[config.mk]
export PLATFORM = sky130hd
export DESIGN_NAME = oh_timer_ctrl
export DESIGN_NICKNAME = d
export VERILOG_FILES = /design/src/rtl/oh_timer_ctrl.sv
export SDC_FILE = /design/constraint.sdc
export NUM_CORES = 1
export LEC_CHECK = 0
export BUFFER_PORTS_ARGS = -buffer_cell sky130_fd_sc_hd__buf_2
export CAP_MARGIN = 30
export CORE_MARGIN = 8
export CORE_UTILIZATION = 23
export CTS_CLUSTER_SIZE = 8
export DETAILED_ROUTE_END_ITERATION = 7
export GPL_TIMING_DRIVEN = 0
export HOLD_SLACK_MARGIN = 0.02
export PLACE_DENSITY = 0.86
export SLEW_MARGIN = 20
export SYNTH_ARGS = -nofsm -noshare
export SYNTH_HDL_FRONTEND = slang
export SYNTH_SLANG_ARGS = --single-unit
[constraint.sdc]
create_clock -name clk -period 1.74 [get_ports clk]
set_clock_uncertainty 0.1 [all_clocks]
set_input_delay 0.087 -clock clk [delete_from_list [all_inputs] [get_ports clk]]
set_output_delay 0.087 -clock clk [all_outputs]
set_load 0.01 [all_outputs]
[src/rtl/oh_timer_ctrl.sv]
// oh_timer_ctrl: IDLE/LOAD/RUN sequencer for an external down-counting interval timer.
// Optional tick prescaler is built only when OH_TIMER_PRESCALE_EN is defined.
module oh_timer_ctrl #(
  parameter int N  = 32,
  parameter int PW = 8
) (
  input  logic          clk,
  input  logic          nreset,
  input  logic          start,
  input  logic          stop,
  input  logic          periodic,
  input  logic [N-1:0]  period,
  input  logic [PW-1:0] prescale,
  input  logic          irq_clear,
  output logic          cnt_load,
  output logic [N-1:0]  cnt_load_data,
  output logic          cnt_en,
  output logic          cnt_dec,
  output logic          cnt_autowrap,
  input  logic [N-1:0]  cnt_count,
  output logic          busy,
  output logic          expire,
  output logic          irq
);

  typedef enum logic [1:0] {
    S_IDLE = 2'd0,
    S_LOAD = 2'd1,
    S_RUN  = 2'd2
  } state_t;

  state_t r_state;
  logic   r_expire;
  logic   r_irq;
  logic   w_tick;
  logic   w_term;
  logic   w_expire_set;

`ifdef OH_TIMER_PRESCALE_EN
  logic [PW-1:0] r_pcnt;
  // >= keeps pcnt bounded even if prescale is lowered mid-run
  assign w_tick = (r_state == S_RUN) && (r_pcnt >= prescale);
`else
  logic w_unused_prescale;
  assign w_unused_prescale = ^prescale;
  assign w_tick = (r_state == S_RUN);
`endif

  assign w_term       = w_tick && (cnt_count == '0);
  assign w_expire_set = w_term && !stop && !start;

  always_ff @(posedge clk or negedge nreset) begin
    if (!nreset) begin
      r_state  <= S_IDLE;
      r_expire <= 1'b0;
      r_irq    <= 1'b0;
`ifdef OH_TIMER_PRESCALE_EN
      r_pcnt   <= '0;
`endif
    end else begin
      r_expire <= w_expire_set;
      // an irq_clear coinciding with a visible expire pulse loses to the set
      r_irq    <= w_expire_set | r_expire | (r_irq & ~irq_clear);
`ifdef OH_TIMER_PRESCALE_EN
      if ((r_state != S_RUN) || w_tick) r_pcnt <= '0;
      else                              r_pcnt <= r_pcnt + PW'(1);
`endif
      if (stop) begin
        r_state <= S_IDLE;
      end else if (start) begin
        r_state <= S_LOAD;
      end else begin
        unique case (r_state)
          S_IDLE:  r_state <= S_IDLE;
          S_LOAD:  r_state <= S_RUN;
          S_RUN:   if (w_term && !periodic) r_state <= S_IDLE;
          default: r_state <= S_IDLE;
        endcase
      end
    end
  end

  assign cnt_load      = !stop && ((r_state == S_LOAD) || (w_term && periodic && !start));
  assign cnt_en        = !stop && w_tick && !(w_term && periodic);
  assign cnt_load_data = period;
  assign cnt_dec       = 1'b1;
  assign cnt_autowrap  = 1'b0;
  assign busy          = (r_state != S_IDLE);
  assign expire        = r_expire;
  assign irq           = r_irq;

endmodule
---- Word level (Yosys, flattened, before mapping) ----
Cells that the tools add are included.
Widths: inputs -> output; s select.
word-level totals
  flip-flop bits (word level) ............. 4
  input bits .............................. 78
  output and inout port bits .............. 39
  word-level logic and storage cells ...... 30
cells by class
  eq/ne operators ......................... 3
  mux-type cells .......................... 4
  bitwise gates (word level) .............. 4
  reductions and logical operators ........ 16
operators by type and width
  cell                number
  $logic_not 32->1    1
  $logic_and 1x1->1   9
  $mux 2              3
  $logic_not 1->1     4
  $ne 4x3->1 const B  1
  $pmux 2 s2          1
  $eq 2x1->1 const B  1
  $eq 2x2->1 const B  1
  $or 1x1->1          2
  $reduce_bool 2->1   1
  $and 1x1->1         1
  $logic_or 1x1->1    1
  $not 1->1           1

---- Longest topological paths before layout ----
Gate-level depths: netlist (run 1).
  depth after elaboration ................. 7
  mapped depth ............................ 4
  mapped depth without buffers ............ 4

---- Worst setup path before layout (run 1) ----
No wires, ideal clock.
  path type ............................... input port to flip-flop
  start point ............................. in cnt_count[0]
  end point ............................... reg r_state[1]
  library setup time ...................... 0.124 ns
  arrival ................................. 1.217 ns
  required time ........................... 1.516 ns
  setup slack ............................. 0.299 ns
  stages .................................. 3
  buffers on the path ..................... 0
  cells stage by stage .................... or4_1 or3_4 o31a_1
between the ends
  cells in the longest elaborated chain, start to end .. 4
RTL lines
  item                         RTL line  RTL
  start: declaration           20        input logic [N-1:0] cnt_count,
  $logic_not 32->1             49        assign w_term = w_tick && (cnt_count == '0);
  $logic_and 1x1->1            49
  $logic_and 1x1->1            76        S_RUN: if (w_term && !periodic) r_state <= S_IDLE;
  $ne 4x3->1 (no source line)  -
  end signal: assignment       75        S_LOAD: r_state <= S_RUN;
  end signal: assignment       76
  end signal: assignment       77        default: r_state <= S_IDLE;
  end: declaration             32        state_t r_state;
No other way between the ends.
A chain may end at the register's enable or synchronous reset.

---- Worst setup path after layout (run 1) ----
  start point ............................. reg r_state[0]
  end point ............................... out cnt_en
between the ends
  cells in the longest elaborated chain, start to end .. 5
  elaborated cells on any way between the ends .. 6
  classes of those cells .................. eq/ne: 1; reduce/logical: 5
RTL lines
  item                      RTL line  RTL
  start signal: assignment  54        r_state <= S_IDLE;
  start signal: assignment  69        r_state <= S_IDLE;
  start signal: assignment  71        r_state <= S_LOAD;
  $eq 2x2->1 (*)            46        assign w_tick = (r_state == S_RUN);
  $logic_and 1x1->1         49
  $logic_and 1x1->1         84        assign cnt_en = !stop && w_tick && !(w_term && periodic);
  $logic_not 1->1           84
  $logic_and 1x1->1 (*)     84
  end: declaration          17        output logic cnt_en,
Every way passes the cells marked *; elsewhere a longest branch is shown, timed or not.

==> results of run 1 <==
power by group:
part | internal (W) | switching [W] | total, W
Combinational | 0.000116 | 0.0000696 | 0.000186
Sequential | 0.0000955 | 0.00000161 | 0.0000972
Clock | 0.0000771 | 0.0000369 | 0.000114
layout by cell type (no fill, tap or decap), types with 2 or more instances in the layout:
master	n
clkbuf_4	3
dlygate4sd3_1	2
or4_1	2
nor4_1	8
dfrtp_1	4
o31a_1	2
inv_1	2
buf_4	37
buf_2	73
conb_1	2
what timing repair did:
action	in CTS	in global routing
setup endpoints to repair	1	2
hold buffers	3	0
pin swaps	0	2
setup buffers	0	3
resized for setup	1	2
hold endpoints to repair	7	0
stage by stage:
stage	power (W)	std cells	hold slack [ps]	setup TNS, ps
after floorplan	0.000192	67	-309	0
after global placement	0.000275	169	-210	0
after CTS	0.000401	175	36.3	0
after global routing	0.000428	177	31.1	-1.55
final	0.000397	177	37.1	0
after detailed placement	0.000279	169	-206	0
state kept, by name (all words and copies together), names as in the netlist:
signal / count
irq: 1
r_state: 2
expire: 1
worst max-delay path, stage by stage, from the launching register on:
cell,delay [ps]
dfrtp_1,380
nand2b_4,150
or3_4,350
o31a_1,240
buf_2,140
cell families (layout without fill, tap and decap cells):
| group | after synthesis | count (layout) | share of synthesized area, % |
|---|---|---|---|
| flops | 4 | 4 | 18.4 |
| simple gates | 19 | 19 | 22.1 |
| other cells | 2 | 2 | 1.38 |
| compound gates | 6 | 6 | 9.68 |
| buf+inv | 36 | 118 | 48.4 |
worst paths after layout:
| kind | startpoint | to | slack (ps) | cells after the start |
|---|---|---|---|---|
| setup / recovery | r_state[0]$_DFFE_PN0P_ | cnt_en | 60 | 4 |
| hold / removal | start | r_state[0]$_DFFE_PN0P_ | 40 | 2 |
| setup reg to reg | r_state[0]$_DFFE_PN0P_ | r_state[1]$_DFFE_PN0P_ | 90 | 5 |
| hold reg to reg | expire$_DFF_PN0_ | irq$_DFF_PN0_ | 370 | 2 |
| max in group asynchronous | nreset | r_state[1]$_DFFE_PN0P_ | 1340 | 2 |
| min in group asynchronous | nreset | expire$_DFF_PN0_ | 80 | 2 |
layout make-up:
class                           instances  area [um2]  area share, %
Buffer                                 34         255           24.7
Clock buffer                            3        22.5           2.18
Inverter                                2        7.51          0.726
Multi-Input combinational cell         27         194           18.7
Sequential cell                         4         100           9.67
Tap cell                               28        35.0           3.39
Timing Repair Buffer                   79         420           40.6
routing by layer:
layer / vias up / global-route usage, % / part of all wire, %
met5: - / 0 / 0
met4: 0 / 5.72 / 1.8
met3: 4 / 6.36 / 16
met2: 63 / 15.8 / 48
met1: 312 / 8.87 / 34
li1: 363 / - / -
==> summary.txt, run 1 <==
Layout
  • Fillers: 240
  • Layout cell share with drive strength beyond 1: between 70% and 80%
  • Fin area: 1030 um2
  • Final nets: 229
  • Final Util: 46.3%
  • # diodes: 0
  • Area Overhead vs Synth: 90.6%

Logic synthesis
  • Ys async rst share: 100%
  • Syn_nets: about 150
  • Main synth FF type: dfrtp_1
  • Synth Warn #: 0
  • Synth area leaders: buf_4, dfrtp_1, nor4_1
  • Synth cell types: 19
  • Yosys top cell by area: buf_4
  • Synth cell count leaders: buf_4, nor4_1, dfrtp_1
  • Mapped Area: approximately 540 um2
  • Register area share after synthesis: 18.4%
  • Cells after Synth: 67
  • Post-synth EDFFs: 0
  • FF+latch count, synth: 4
  • Syn_area_per_cell: a little over 8 um2
  • Most common cell in the netlist: buf_4
  • Area fraction of the dominant cell type after synthesis: a little under half

Pwr
  • Pleak: 0.618 nW
  • Pwr Density: 383 nW/um2
  • Maximum VDD drop: 0.000157 V

Global route
  • First-pass GRT wire length: 3330 um
  • Global route overflow: 0
  • Largest net degree at the start of global routing: 8
  • Antenna violations before repair: 0
  • Vias in the first global route: between 800 and 900
  • Total GRT Usage: 9.65%

Setup path
  • Crit-path max FO: 3
  • Critical path endpoint category: primary output
  • Worst EP arrival: 1490 ps
  • Startpoint class of the critical path: register
  • WS Path Type: register to primary output
  • Worst EP required: 1550 ps

STA
  • Final setup viols: 0
  • Final Slew Violations: 0
  • FMAX: 596 MHz
  • Hold Violations, Final: 0
  • Tcrit/Tclk final: between 90% and 100%
  • Post-layout min period: 1680 ps
  • Final worst slack: ~63 ps

Clocking
  • CTS Buffer Depth: 2
  • CTS sink cnt: 4
  • CTS Root Cell: clkbuf_4
  • Clock transition at path regs: 40 ps
  • H-tree Lvls: 1
  • Worst-Skew Late Latency: ~230 ps
  • Clock buffer count from CTS: 3
  • TritonCTS clock tree: done

Min path
  • HP Class: primary input to register

Routing
  • Initial DRT Pass Iterations: 2
  • Initial DRC Count: 7
  • DRC viols: 0
  • Detail Route Antenna Nets: 0
  • DR WL/cell: roughly 13 um
  • Final wirelength: 2250 um
  • Vias/cell: ~4.2
  • Vias: 742

Floorplan
  • Row Count: 17
  • Die area: 4170 um2
  • Die outline height: 64.6 um
  • Core area: 2230 um2
  • IO Pins: 117
  • Die width: 64.6 um
  • Initial Utilization: between 20% and 30%

Placement
  • Number of port buffers: 74
  • Place WS: 108 ps
  • Area after DPL: 948 um2
  • GP Congestion: 0.792
  • Sum of net half-perimeters after detailed placement: roughly 2000 um

Job
  • Max-cap violation count: 0

Run status
  • Outcome: finished, final reports clean
Power figures use the tool's default switching activity.
==> run 2: changes to the inputs <==
CELL_PAD_IN_SITES_DETAIL_PLACEMENT = 1   (was default)
CELL_PAD_IN_SITES_GLOBAL_PLACEMENT = 2   (was default)
CORE_MARGIN = default   (was 8)
CORE_UTILIZATION = 10   (was 23)
PLACE_DENSITY = 0.95   (was 0.86)
==> summary.txt, run 2 (synthesis gave the netlist of run 1 again) <==
Floorplan
  • Initial Utilization: 10.5% (-14 points)
  • Die outline height: 75.7 um (+17%)
  • Row Count: 26 (+9)
  • IO Pins: 117 (unchanged)
  • Die area: 5730 um2 (+37%)
  • Core area: 5170 um2 (+130%)
  • Die width: 75.7 um (+17%)

Setup path
  • WS Path Type: register to primary output
  • Worst EP arrival: 1510 ps (+20 ps)
  • Critical path endpoint category: primary output
  • Worst R2R Path Depth: 3 (-2)
  • Startpoint class of the critical path: register
  • Worst EP required: 1550 ps (about the same)
  • Crit-path max FO: 5 (+2)

STA
  • FMAX: 590 MHz (-1.1%)
  • Setup tns final: 0 ps (unchanged)
  • Post-layout min period: 1700 ps (+19.4 ps)
  • Final Slew Violations: 0 (unchanged)
  • Final setup viols: 0 (unchanged)
  • Hold Violations, Final: 0 (unchanged)
  • Tcrit/Tclk final: 97.5% (+1.1 points)
  • RSZ-0062 raised after global routing: true
  • Hold WS: 30.7 ps (-6.41 ps)

Routing
  • Initial DRC Count: 2 (-5)
  • Final wirelength: 2020 um (-10%)
  • Vias/cell: 3.55 (-15%)
  • DRC viols: 0 (unchanged)
  • DR WL/cell: 9.26 um (-27%)
  • Detail Route Antenna Nets: 0 (unchanged)
  • Initial DRT Pass Iterations: 3 (+1)
  • Vias: 774 (+4.3%)

Clocking
  • CTS Root Cell: clkbuf_8
  • CTS sink cnt: 4 (unchanged)
  • H-tree Lvls: 1 (unchanged)
  • Clock transition at path regs: 30 ps (about the same)
  • Clock buffer count from CTS: 3 (unchanged)
  • TritonCTS clock tree: done
  • Worst-Skew Late Latency: 220 ps (about the same)
  • CTS Buffer Depth: 2 (unchanged)

Min path
  • HP Class: primary input to register
  • Worst hold stages: 2 (unchanged)

Pwr
  • Internal power: 0.000362 W (+25%)
  • Power share of the clock group: 41.0% (+12 points)
  • Pwr Density: 441 nW/um2 (+15%)
  • Combinational group share of total power: 38.9% (-7.9 points)
  • Pleak: 0.613 nW (-0.74%)
  • Share of power burned in registers: 20.1% (-4.4 points)
  • Switching Fraction: 25.4% (-1.8 points)
  • Maximum VDD drop: 0.000125 V (-20%)
  • Sw power: 0.000123 W (+14%)

Global route
  • Largest net degree at the start of global routing: 8 (unchanged)
  • First-pass GRT wire length: 2880 um (-14%)
  • Antenna violations before repair: 0 (unchanged)
  • Global route overflow: 0 (unchanged)
  • Total GRT Usage: 6.99% (-2.7 points)
  • Vias in the first global route: 761 (-7.2%)

Layout
  • Most common cell after layout, fill and taps aside: buf_2
  • # diodes: 0 (unchanged)
  • Area Overhead vs Synth: 103%
  • Largest register FFs: 2 (unchanged)
  • Layout cell share with drive strength beyond 1: 79.1% (-0.14 points)
  • Top reg by flops: r_state
  • Commonest cells after routing, fill and taps aside: buf_2, buf_4, nor4_1
  • Final nets: 228 (-0.44%)

Run status
  • Outcome: finished, final reports clean

Placement
  • Number of port buffers: 74 (unchanged)
  • GP Congestion: 0.690 (-13%)
  • Sum of net half-perimeters after detailed placement: 1790 um (-10%)

Job
  • Max-cap violation count: 0 (unchanged)
==> run 2: final cells by class <==
cell class | instances | area (um2)
fill | 641 | 4070
timing repair buffer | 78 | 414
buffer | 34 | 255
multi-input combinational | 27 | 194
sequential | 4 | 100
tap | 70 | 87.6
clock buffer | 3 | 41.3
inverter | 2 | 7.51
==> run 2: worst max-delay path: stages, from the launching register on <==
cell      delay [ps]
dfrtp_1          380
nand2b_4         160
or3_4            360
o31a_1           260
buf_6            130
==> run 2: per-layer routing <==
metal	wire, um	up-vias	global-route usage [%]
met3	185	4	1.59
met1	461	353	3.97
met4	47	0	5.14
li1	-	359	-
met2	1320	58	16.5
met5	0	-	0
==> run 2: per-stage QoR <==
step | util (%) | cell area [um2] | cells | power [W] | setup slack (ps)
6_report | 21.3 | 1100 | 218 | 0.000485 | 44.0
2_1_floorplan | - | 543 | 67 | 0.000192 | 299
4_1_cts | 20.9 | 1080 | 217 | 0.000488 | 22.0
3_3_place_gp | 19.4 | 1000 | 211 | 0.000273 | 78.3
3_5_place_dp | 19.4 | 1000 | 211 | 0.000279 | 63.3
5_1_grt | 21.3 | 1100 | 218 | 0.000523 | -9.14
==> run 2: timing repair <==
| item | 4_1_cts | 5_1_grt |
|---|---|---|
| hold endpoints to repair | 7 | 0 |
| setup endpoints to repair | 1 | 2 |
| pin swaps | 1 | 0 |
| hold buffers | 3 | 0 |
| setup buffers | 0 | 1 |
| gates resized for setup | 1 | 2 |
==> run 2: worst paths after layout <==
kind                                         from                endpoint  slack [ps]
min in group asynchronous                  nreset  r_state[0]$_DFFE_PN0P_         130
hold / removal                               stop        expire$_DFF_PN0_          30
setup reg to reg           r_state[0]$_DFFE_PN0P_  r_state[1]$_DFFE_PN0P_         330
setup / recovery           r_state[0]$_DFFE_PN0P_                  cnt_en          40
max in group asynchronous                  nreset           irq$_DFF_PN0_        1280
hold reg to reg                  expire$_DFF_PN0_           irq$_DFF_PN0_         360
==> run 2: power by group through the flow <==
| stage | combinational (W) | sequential (W) | clock [W] |
|---|---|---|---|
| 2_1_floorplan | 0.0000946 | 0.0000975 | 0 |
| 3_3_place_gp | 0.000176 | 0.0000977 | 0 |
| 3_5_place_dp | 0.000181 | 0.0000980 | 0 |
| 4_1_cts | 0.000188 | 0.0000975 | 0.000202 |
| 5_1_grt | 0.000209 | 0.0000976 | 0.000216 |
| 6_report | 0.000188 | 0.0000974 | 0.000199 |
==> run 3: changes to the inputs <==
CELL_PAD_IN_SITES_DETAIL_PLACEMENT = 0   (was 1)
CELL_PAD_IN_SITES_GLOBAL_PLACEMENT = 1   (was 2)
CORE_UTILIZATION = 13   (was 10)
PLACE_DENSITY = 0.88   (was 0.95)
clock period = 2.17 ns   (was 1.74 ns; I/O delays follow)
==> summary.txt, run 3 (synthesis gave the netlist of run 1 again) <==
Pwr
  • Maximum VDD drop: 0.000120 V (-4.3%)
  • Pleak: 0.595 nW (-2.9%)
  • Pwr Density: 369 nW/um2 (-16%)

Clocking
  • Worst-Skew Late Latency: 220 ps (about the same)
  • H-tree Lvls: 1 (unchanged)
  • TritonCTS clock tree: done
  • Clock transition at path regs: 30 ps (about the same)
  • Clock buffer count from CTS: 3 (unchanged)
  • CTS sink cnt: 4 (unchanged)
  • Post-CTS setup buffers: 0 (unchanged)
  • Post-CTS Resized: 0 (-1)
  • CTS Buffer Depth: 2 (unchanged)
  • CTS Root Cell: clkbuf_8

Setup path
  • Crit-path max FO: 5 (unchanged)
  • Critical path endpoint category: primary output
  • Worst EP arrival: 1580 ps (+70 ps)
  • WS Path Type: register to primary output
  • Worst EP required: 1960 ps (+410 ps)
  • Startpoint class of the critical path: register

Layout
  • Most common cell after layout, fill and taps aside: buf_2
  • Layout cell share with drive strength beyond 1: 78.6% (-0.43 points)
  • Final nets: 225 (-1.3%)
  • # diodes: 0 (unchanged)
  • Fin area: 1030 um2 (-6.6%)
  • Commonest cells after routing, fill and taps aside: buf_2, buf_4, nor4_1
  • Top reg by flops: r_state
  • Largest register FFs: 2 (unchanged)
  • Area Overhead vs Synth: 89.2%
  • Final Util: 25.7% (+4.4 points)

Global route
  • First-pass GRT wire length: 2240 um (-22%)
  • Global route overflow: 0 (unchanged)
  • Largest net degree at the start of global routing: 8 (unchanged)
  • Total GRT Usage: 6.84% (-0.15 points)
  • Antenna violations before repair: 0 (unchanged)
  • Vias in the first global route: 576 (-24%)

Min path
  • HP Class: primary input to register

Routing
  • DRC viols: 0 (unchanged)
  • Vias: 694 (-10%)
  • Initial DRT Pass Iterations: 4 (+1)
  • Final wirelength: 1550 um (-23%)
  • Vias/cell: 3.56 (+0.24%)
  • Detail Route Antenna Nets: 0 (unchanged)
  • DR WL/cell: 7.96 um (-14%)
  • Initial DRC Count: 6 (+4)

STA
  • Hold Violations, Final: 0 (unchanged)
  • Final setup viols: 0 (unchanged)
  • Post-layout min period: 1780 ps
  • Setup tns final: 0 ps (unchanged)
  • Final Slew Violations: 0 (unchanged)
  • Tcrit/Tclk final: 82.2%
  • FMAX: roughly 560 MHz
  • RSZ-0062 raised after global routing: false

Placement
  • GP Congestion: 0.691 (+0.23%)
  • Number of port buffers: 74 (unchanged)
  • Area after DPL: 976 um2 (-2.5%)

Run status
  • Outcome: finished, final reports clean

Floorplan
  • Die area: 4440 um2 (-23%)
  • Core area: 4000 um2 (-23%)
  • Die width: 66.6 um (-12%)
  • Die outline height: 66.6 um (-12%)
  • Row Count: 23 (-12%)
  • Initial Utilization: 13.6% (+3.1 points)
  • IO Pins: 117 (unchanged)

Job
  • Max-cap violation count: 0 (unchanged)
[run 3: final timing paths]
kind,slack (ps),start,depth (start not counted),end
hold reg to reg,370,expire$_DFF_PN0_,2,irq$_DFF_PN0_
setup reg to reg,700,r_state[0]$_DFFE_PN0P_,3,r_state[1]$_DFFE_PN0P_
setup / recovery,390,r_state[0]$_DFFE_PN0P_,4,cnt_en
max in group asynchronous,1730,nreset,2,r_state[0]$_DFFE_PN0P_
min in group asynchronous,130,nreset,2,expire$_DFF_PN0_
hold / removal,20,start,2,expire$_DFF_PN0_
[run 3: stage by stage]
stage / worst slack, ps / cells / power [W] / hold slack (ps)
2_1_floorplan: 707 / 67 / 0.000154 / -287
3_3_place_gp: 442 / 191 / 0.000219 / -186
3_5_place_dp: 438 / 191 / 0.000221 / -185
4_1_cts: 371 / 195 / 0.000383 / 25.4
5_1_grt: 295 / 195 / 0.000402 / 45.6
6_report: 386 / 195 / 0.000379 / 24.8
[run 3: what timing repair did]
item / in CTS / in global routing
hold endpoints to repair: 4 / 0
hold buffers: 1 / 0
setup endpoints to repair: 0 / 0
[run 3: per-layer routing]
layer | routed length (um) | GRT usage, % | part of all wire [%]
met3 | 223 | 2.23 | 14
met4 | 42 | 5.32 | 2.7
met2 | 827 | 12.9 | 53
met5 | 0 | 0 | 0
met1 | 459 | 5.80 | 30
[run 3: critical path, cell delays in order, from the launching register on]
cell      delay, ps
dfrtp_1         370
nand2b_1        180
or3_4           420
o31a_1          240
buf_2           140
[run 3: area by class of cell]
| type | instances | area [um2] |
|---|---|---|
| repair buffers | 75 | 380 |
| fillers | 433 | 2970 |
| inverters | 2 | 7.51 |
| multi-input cells | 27 | 180 |
| clock buffers | 3 | 41.3 |
| flip-flops and latches | 4 | 100 |
| well taps | 50 | 62.6 |
| plain buffers | 34 | 255 |
[run 3: power by group]
| part | switching [W] | internal (W) |
|---|---|---|
| clock network | 0.0000403 | 0.000118 |
| registers | 0.000000911 | 0.0000767 |
| logic | 0.0000526 | 0.0000897 |
| total | 0.0000938 | 0.000285 |
